## src/rtl/servo_motion_sequencer_if.sv

```systemverilog
// rtl/servo_motion_sequencer_if.sv - joystick sample in, servo commands and status out
interface servo_motion_sequencer_if;
   logic        sample_valid;
   logic [9:0]  x_pos;
   logic [9:0]  y_pos;
   logic        center_btn;
   logic [3:0]  sel;
   logic [11:0] servo0_cmd;
   logic [11:0] servo1_cmd;
   logic [11:0] servo2_cmd;
   logic [11:0] servo3_cmd;
   logic        busy;
   logic        sample_drop;
   logic        frame_done;

   modport master (
      output sample_valid, x_pos, y_pos, center_btn, sel,
      input  servo0_cmd, servo1_cmd, servo2_cmd, servo3_cmd, busy, sample_drop, frame_done
   );

   modport slave (
      input  sample_valid, x_pos, y_pos, center_btn, sel,
      output servo0_cmd, servo1_cmd, servo2_cmd, servo3_cmd, busy, sample_drop, frame_done
   );
endinterface

```

## src/rtl/servo_motion_sequencer.sv

```systemverilog
// rtl/servo_motion_sequencer.sv - joystick-to-servo target mapping with per-frame slew limiting
module servo_motion_sequencer #(
   parameter int CLK_HZ    = 12000000,
   parameter int UPDATE_HZ = 50,
   parameter int JOY_MIN   = 228,
   parameter int JOY_MAX   = 830,
   parameter int MIN_US    = 650,
   parameter int MAX_US    = 2600,
   parameter int CENTER_US = 1500,
   parameter int STEP_US   = 20
) (
   input logic                     CLK,
   input logic                     RST_N,
   servo_motion_sequencer_if.slave bus
);
   localparam int              FRAME_LEN  = CLK_HZ / UPDATE_HZ;
   localparam int              FCW        = $clog2(FRAME_LEN);
   localparam logic [FCW-1:0]  FRAME_LAST = FCW'(FRAME_LEN - 1);
   localparam logic [9:0]      JMIN       = 10'(JOY_MIN);
   localparam logic [9:0]      JMAX       = 10'(JOY_MAX);
   localparam logic [10:0]     DIVISOR    = 11'(JOY_MAX - JOY_MIN);
   localparam logic [20:0]     SPAN       = 21'(MAX_US - MIN_US);
   localparam logic [11:0]     MIN_W      = 12'(MIN_US);
   localparam logic [11:0]     CENTER_W   = 12'(CENTER_US);
   localparam logic [11:0]     STEP_W     = 12'(STEP_US);
   localparam logic [3:0]      LAST_BIT   = 4'd10;

   typedef enum logic [1:0] {IDLE, DIV_X, DIV_Y, STEP} state_t;

   function automatic logic [20:0] scaled(input logic [9:0] p);
      logic [9:0] pc;
      pc = (p < JMIN) ? JMIN : ((p > JMAX) ? JMAX : p);
      return 21'(pc - JMIN) * SPAN;
   endfunction

   state_t          state_q, state_d;
   logic [FCW-1:0]  fcnt_q;
   logic            tick_q;
   logic [3:0]      cnt_q;
   logic [1:0]      ch_q;
   logic [9:0]      rem_q;
   logic [10:0]     dsr_q, quo_q, qx_q;
   logic [9:0]      y_q;
   logic            center_q;
   logic [3:0]      sel_q;
   logic [11:0]     tgt_q [4];
   logic [11:0]     cmd_q [4];
   logic            drop_q, done_q;

   logic            wrap, accept, div_last, ge;
   logic [10:0]     trial, quo_nx;
   logic [9:0]      rem_nx;
   logic [20:0]     dvd_x, dvd_y;
   logic [11:0]     us_x, us_y, cur, tgt, diff, slew_nx;

   assign wrap     = (fcnt_q == FRAME_LAST);
   assign accept   = (state_q == IDLE) && !tick_q && bus.sample_valid;
   assign div_last = (cnt_q == LAST_BIT);

   // Remainder starts as the top 10 dividend bits: the quotient always fits in 11 bits.
   assign trial  = {rem_q, dsr_q[10]};
   assign ge     = (trial >= DIVISOR);
   assign rem_nx = ge ? 10'(trial - DIVISOR) : trial[9:0];
   assign quo_nx = {quo_q[9:0], ge};
   assign dvd_x  = scaled(bus.x_pos);
   assign dvd_y  = scaled(y_q);
   assign us_x   = MIN_W + {1'b0, qx_q};
   assign us_y   = MIN_W + {1'b0, quo_nx};

   always_comb begin
      cur     = cmd_q[ch_q];
      tgt     = tgt_q[ch_q];
      diff    = '0;
      slew_nx = cur;
      if (cur < tgt) begin
         diff    = tgt - cur;
         slew_nx = cur + ((diff > STEP_W) ? STEP_W : diff);
      end else if (cur > tgt) begin
         diff    = cur - tgt;
         slew_nx = cur - ((diff > STEP_W) ? STEP_W : diff);
      end
   end

   always_comb begin
      state_d = state_q;
      case (state_q)
         IDLE: begin
            if (tick_q)                state_d = STEP;
            else if (bus.sample_valid) state_d = DIV_X;
         end
         DIV_X:   if (div_last) state_d = DIV_Y;
         DIV_Y:   if (div_last) state_d = IDLE;
         STEP:    if (ch_q == 2'd3) state_d = IDLE;
         default: state_d = IDLE;
      endcase
   end

   always_ff @(posedge CLK or negedge RST_N) begin
      if (!RST_N) state_q <= IDLE;
      else        state_q <= state_d;
   end

   always_ff @(posedge CLK or negedge RST_N) begin
      if (!RST_N) begin
         fcnt_q   <= '0;
         tick_q   <= 1'b0;
         cnt_q    <= '0;
         ch_q     <= '0;
         rem_q    <= '0;
         dsr_q    <= '0;
         quo_q    <= '0;
         qx_q     <= '0;
         y_q      <= '0;
         center_q <= 1'b0;
         sel_q    <= '0;
         drop_q   <= 1'b0;
         done_q   <= 1'b0;
         for (int i = 0; i < 4; i++) begin
            tgt_q[i] <= CENTER_W;
            cmd_q[i] <= CENTER_W;
         end
      end else begin
         fcnt_q <= wrap ? '0 : fcnt_q + 1'b1;
         if (wrap)                            tick_q <= 1'b1;
         else if (state_q == IDLE && tick_q)  tick_q <= 1'b0;

         drop_q <= bus.sample_valid && !accept;
         done_q <= (state_q == STEP) && (ch_q == 2'd3);

         if (state_q == DIV_X || state_q == DIV_Y) cnt_q <= div_last ? '0 : cnt_q + 4'd1;
         else                                      cnt_q <= '0;
         if (state_q == STEP) ch_q <= ch_q + 2'd1;
         else                 ch_q <= '0;

         if (accept) begin
            rem_q    <= dvd_x[20:11];
            dsr_q    <= dvd_x[10:0];
            quo_q    <= '0;
            y_q      <= bus.y_pos;
            center_q <= bus.center_btn;
            sel_q    <= bus.sel;
         end else if (state_q == DIV_X && div_last) begin
            qx_q  <= quo_nx;
            rem_q <= dvd_y[20:11];
            dsr_q <= dvd_y[10:0];
            quo_q <= '0;
         end else if (state_q == DIV_X || (state_q == DIV_Y && !div_last)) begin
            rem_q <= rem_nx;
            dsr_q <= {dsr_q[9:0], 1'b0};
            quo_q <= quo_nx;
         end else if (state_q == DIV_Y) begin
            for (int i = 0; i < 4; i++) begin
               if (sel_q[i]) tgt_q[i] <= center_q ? CENTER_W : (((i % 2) == 1) ? us_y : us_x);
            end
         end

         if (state_q == STEP) cmd_q[ch_q] <= slew_nx;
      end
   end

   assign bus.servo0_cmd  = cmd_q[0];
   assign bus.servo1_cmd  = cmd_q[1];
   assign bus.servo2_cmd  = cmd_q[2];
   assign bus.servo3_cmd  = cmd_q[3];
   assign bus.busy        = (state_q != IDLE);
   assign bus.sample_drop = drop_q;
   assign bus.frame_done  = done_q;
endmodule

```

## src/flat_wrapper.sv

```systemverilog
// flat-port wrapper written by rule: the top's interface ports become plain ports
module servo_motion_sequencer_flat 
#(
   parameter int CLK_HZ    = 12000000,
   parameter int UPDATE_HZ = 50,
   parameter int JOY_MIN   = 228,
   parameter int JOY_MAX   = 830,
   parameter int MIN_US    = 650,
   parameter int MAX_US    = 2600,
   parameter int CENTER_US = 1500,
   parameter int STEP_US   = 20
)
  (CLK, RST_N, bus_sample_valid, bus_x_pos, bus_y_pos, bus_center_btn, bus_sel, bus_servo0_cmd, bus_servo1_cmd, bus_servo2_cmd, bus_servo3_cmd, bus_busy, bus_sample_drop, bus_frame_done);
  servo_motion_sequencer_if bus_i ();
  input logic CLK;
  input logic RST_N;
  input wire logic [$bits(bus_i.sample_valid)-1:0] bus_sample_valid;
  input wire logic [$bits(bus_i.x_pos)-1:0] bus_x_pos;
  input wire logic [$bits(bus_i.y_pos)-1:0] bus_y_pos;
  input wire logic [$bits(bus_i.center_btn)-1:0] bus_center_btn;
  input wire logic [$bits(bus_i.sel)-1:0] bus_sel;
  output wire logic [$bits(bus_i.servo0_cmd)-1:0] bus_servo0_cmd;
  output wire logic [$bits(bus_i.servo1_cmd)-1:0] bus_servo1_cmd;
  output wire logic [$bits(bus_i.servo2_cmd)-1:0] bus_servo2_cmd;
  output wire logic [$bits(bus_i.servo3_cmd)-1:0] bus_servo3_cmd;
  output wire logic [$bits(bus_i.busy)-1:0] bus_busy;
  output wire logic [$bits(bus_i.sample_drop)-1:0] bus_sample_drop;
  output wire logic [$bits(bus_i.frame_done)-1:0] bus_frame_done;
  assign bus_i.sample_valid = bus_sample_valid;
  assign bus_i.x_pos = bus_x_pos;
  assign bus_i.y_pos = bus_y_pos;
  assign bus_i.center_btn = bus_center_btn;
  assign bus_i.sel = bus_sel;
  assign bus_servo0_cmd = bus_i.servo0_cmd;
  assign bus_servo1_cmd = bus_i.servo1_cmd;
  assign bus_servo2_cmd = bus_i.servo2_cmd;
  assign bus_servo3_cmd = bus_i.servo3_cmd;
  assign bus_busy = bus_i.busy;
  assign bus_sample_drop = bus_i.sample_drop;
  assign bus_frame_done = bus_i.frame_done;
  servo_motion_sequencer #(.CLK_HZ(CLK_HZ), .UPDATE_HZ(UPDATE_HZ), .JOY_MIN(JOY_MIN), .JOY_MAX(JOY_MAX), .MIN_US(MIN_US), .MAX_US(MAX_US), .CENTER_US(CENTER_US), .STEP_US(STEP_US)) u_core (.CLK(CLK), .RST_N(RST_N), .bus(bus_i));
endmodule
```

## config.mk

```make
export PLATFORM = sky130hd
export DESIGN_NAME = servo_motion_sequencer_flat
export DESIGN_NICKNAME = d
export VERILOG_FILES = /design/src/rtl/servo_motion_sequencer_if.sv /design/src/rtl/servo_motion_sequencer.sv /design/src/flat_wrapper.sv
export SDC_FILE = /design/constraint.sdc
export NUM_CORES = 1
export LEC_CHECK = 0
export ABC_CLOCK_PERIOD_IN_PS = 10890
export CAP_MARGIN = 40
export CORE_UTILIZATION = 40
export CTS_CLUSTER_SIZE = 10
export DETAILED_ROUTE_END_ITERATION = 16
export PLACE_DENSITY = 0.55
export SETUP_SLACK_MARGIN = 0.02
export SYNTH_ARGS = -nofsm -noshare
export SYNTH_HDL_FRONTEND = slang
export SYNTH_SLANG_ARGS = --single-unit
```

## constraint.sdc

```tcl
create_clock -name CLK -period 10.89 [get_ports CLK]
set_clock_uncertainty 0.2 [all_clocks]
set_input_delay 1.6335 -clock CLK [delete_from_list [all_inputs] [get_ports CLK]]
set_output_delay 1.6335 -clock CLK [all_outputs]
set_load 0.005 [all_outputs]
```

==> results by group <==
Run status
  • Run status: complete, no violations

Synthesis
  • Post-synthesis instance area: 0.0164 mm²
  • Synth top cells by count: inv_1, nand2_1, ha_1, dfrtp_1, nor2_1
  • Synth Flop Type: dfrtp_1
  • Synth warn: 0
  • Largest area contributor in the netlist: dfrtp_1
  • Register bit count reported by yosys: 181
  • Cells after Synth: 1818
  • Top cell type's share of synthesized area: 19.1%
  • Area contributors post-synth: dfrtp_1, ha_1, fa_1
  • Ys async rst share: 100%
  • Most common cell in the netlist: inv_1
  • Syn Area/Cell: 9.02 µm²
  • Register area share after synthesis: 28.1%
  • Unique masters post-synth: 78
  • Post-synth EDFFs: 0

Global route
  • Vias in the first global route: 12900
  • Pin count of the biggest net entering global routing: 74
  • Grt total ovfl: 0
  • First-pass GRT wire length: 66000 µm
  • GRT Util Overall: 19.7%
  • Initial antenna violation count: 0

STA
  • Setup TNS Final: 0 ps
  • Period utilisation layout: 85.5%
  • Fmax: 107 MHz
  • Pins over their slew limit: 0
  • RSZ-0062 raised after global routing: no
  • Final setup fails: 0
  • Min cycle time layout: 9320 ps
  • Final Hold Viols: 0
  • Worst-margin pin slew: 856 ps
  • Max-slew headroom: 42.8%

Setup path
  • Arr. time, crit path: 9420 ps
  • Crit Path Class: in2reg
  • Crit-path max cell delay: 680 ps
  • Reg2Reg Depth: 23
  • CP max-delay cell: o311ai_0
  • Cell family with most CP delay: adder cells
  • Reg2reg start: u_core.y_q[5]
  • Crit Path Max Fanout: 6
  • Worst r2r dst: u_core.rem_q[6]
  • Crit path from: bus_x_pos[2]
  • Required time of the critical path: 10990 ps
  • Worst setup SP type: input port
  • Bufs and invs on worst path: 5
  • Reg2reg setup slack: 2650 ps
  • Critical Path End Type: flop

Clock tree
  • CTS Hold Buffers Added: 0
  • Reg clk slew, reported paths: 60 ps
  • CTS tree: yes
  • Total CTS buffers: 17
  • Clk sinks: 181
  • Setup Buffers After CTS: 0
  • H-tree depth: 4
  • Worst-skew pair later-pin latency: 440 ps
  • Clock Tree Root: clkbuf_16
  • Clock buffer depth: 2
  • Post-cts resize count: 0

Detailed routing
  • Wire per inst: 16.3 µm
  • Routed WL: 39300 µm
  • Vias: 12700
  • Post-route DRC: 0
  • Initial drt markers: 585
  • TritonRoute pass-1 iters: 7
  • Vias per inst: 5.25
  • ANT nets after route: 0

Job
  • Max Cap Viol: 0

Cells and area
  • Post-layout nets: 2146
  • N_diodes: 0
  • Area Overhead vs Synth: 12.3%
  • Final Util: 45.9%
  • Reg area: 0.00460 mm²
  • Final Instance Area: 0.0184 mm²
  • Layout Cells excl Fill: 2418
  • Area of the multi-input gates: 0.0108 mm²
  • Layout cells sized above 1: 9.67%
  • Fillers: 3886

Floorplan
  • Die height: 204 µm
  • Initial core utilization: 40.9%
  • Core box area: 0.0401 mm²
  • Die Span X: 204 µm
  • I/O pins: 79
  • FP Rows: 73
  • Die area: 0.0418 mm²

Placed design
  • Post-Place Cell Area: 0.0178 mm²
  • Post-Place Cells: 2386
  • Post-DP HPWL: 31100 µm
  • PortBufs: 78
  • Routability Congestion: 0.873

Worst hold path
  • Hold_sp: u_core.fcnt_q[0]
  • HP Class: reg2reg
  • Worst hold endpoint: u_core.fcnt_q[0]
  • WHS Path Cells: 1
==> kinds of logic after synthesis <==
group	Yosys count	share of synthesized area (%)
simple gates	518	14.8
compound gates	393	15.2
buf+inv	282	6.57
fa+ha+maj	240	22.0
flops	181	28.1
xor+xnor	131	7.04
mux	71	6.33
other cells	2	0.0458
==> per-layer routing <==
layer  part of all wire (%)  wire length [µm]  track usage [%]  up-vias
met5                      0                 0                0        -
met4                    1.9               758             5.60        0
met3                    2.8              1100             2.44       40
met2                     50             19600             34.7      192
met1                     45             17900             25.3     6165
li1                       -                 -                -     6302
==> worst max path at each step <==
stage,endpoint,depth (start not counted)
finish,u_core.rem_q[7],27
global route,u_core.rem_q[7],27
CTS,u_core.rem_q[7],27
detailed placement,u_core.rem_q[7],27
global placement,u_core.rem_q[7],27
floorplan,u_core.rem_q[7],28
==> layout by cell type (no fill, tap or decap), drive strengths merged, types with 77 or more instances in the layout <==
cell type / n
dfrtp: 125
inv: 218
nor2: 123
nand2: 206
o21ai: 125
ha: 156
clkdlybuf4s50: 77
xnor2: 88
a21oi: 87
fa: 82
==> flip-flops by register name, summed over array words and instances (netlist names) <==
register                flops
u_core.tgt_q               48
u_core.fcnt_q              18
u_core.bus.servo0_cmd      12
u_core.bus.servo1_cmd      12
u_core.bus.servo2_cmd      12
u_core.bus.servo3_cmd      12
u_core.qx_q                11
u_core.dsr_q               10
u_core.quo_q               10
u_core.rem_q               10
u_core.y_q                 10
u_core.cnt_q                4
u_core.sel_q                4
u_core.ch_q                 2
u_core.state_q              2
u_core.bus.frame_done       1
u_core.bus.sample_drop      1
u_core.center_q             1
u_core.tick_q               1
==> per-stage QoR <==
stage          worst slack, ps  hold WS (ps)
2_1_floorplan             2210           233
3_3_place_gp              1280           246
3_5_place_dp              1110           258
4_1_cts                   1550           269
5_1_grt                    901           293
6_report                  1570           268
==> cell type report <==
cell class,instances,area share (%)
inverters,216,4.41
multi-input cells,1365,58.5
well taps,525,3.57
repair buffers,99,5.31
clock buffers,23,2.66
flip-flops and latches,181,25.0
clock inverters,9,0.585
Power is left out: the tool's default activity adds up to more than one toggle a clock period on the data nets, which glitch-free logic cannot reach.
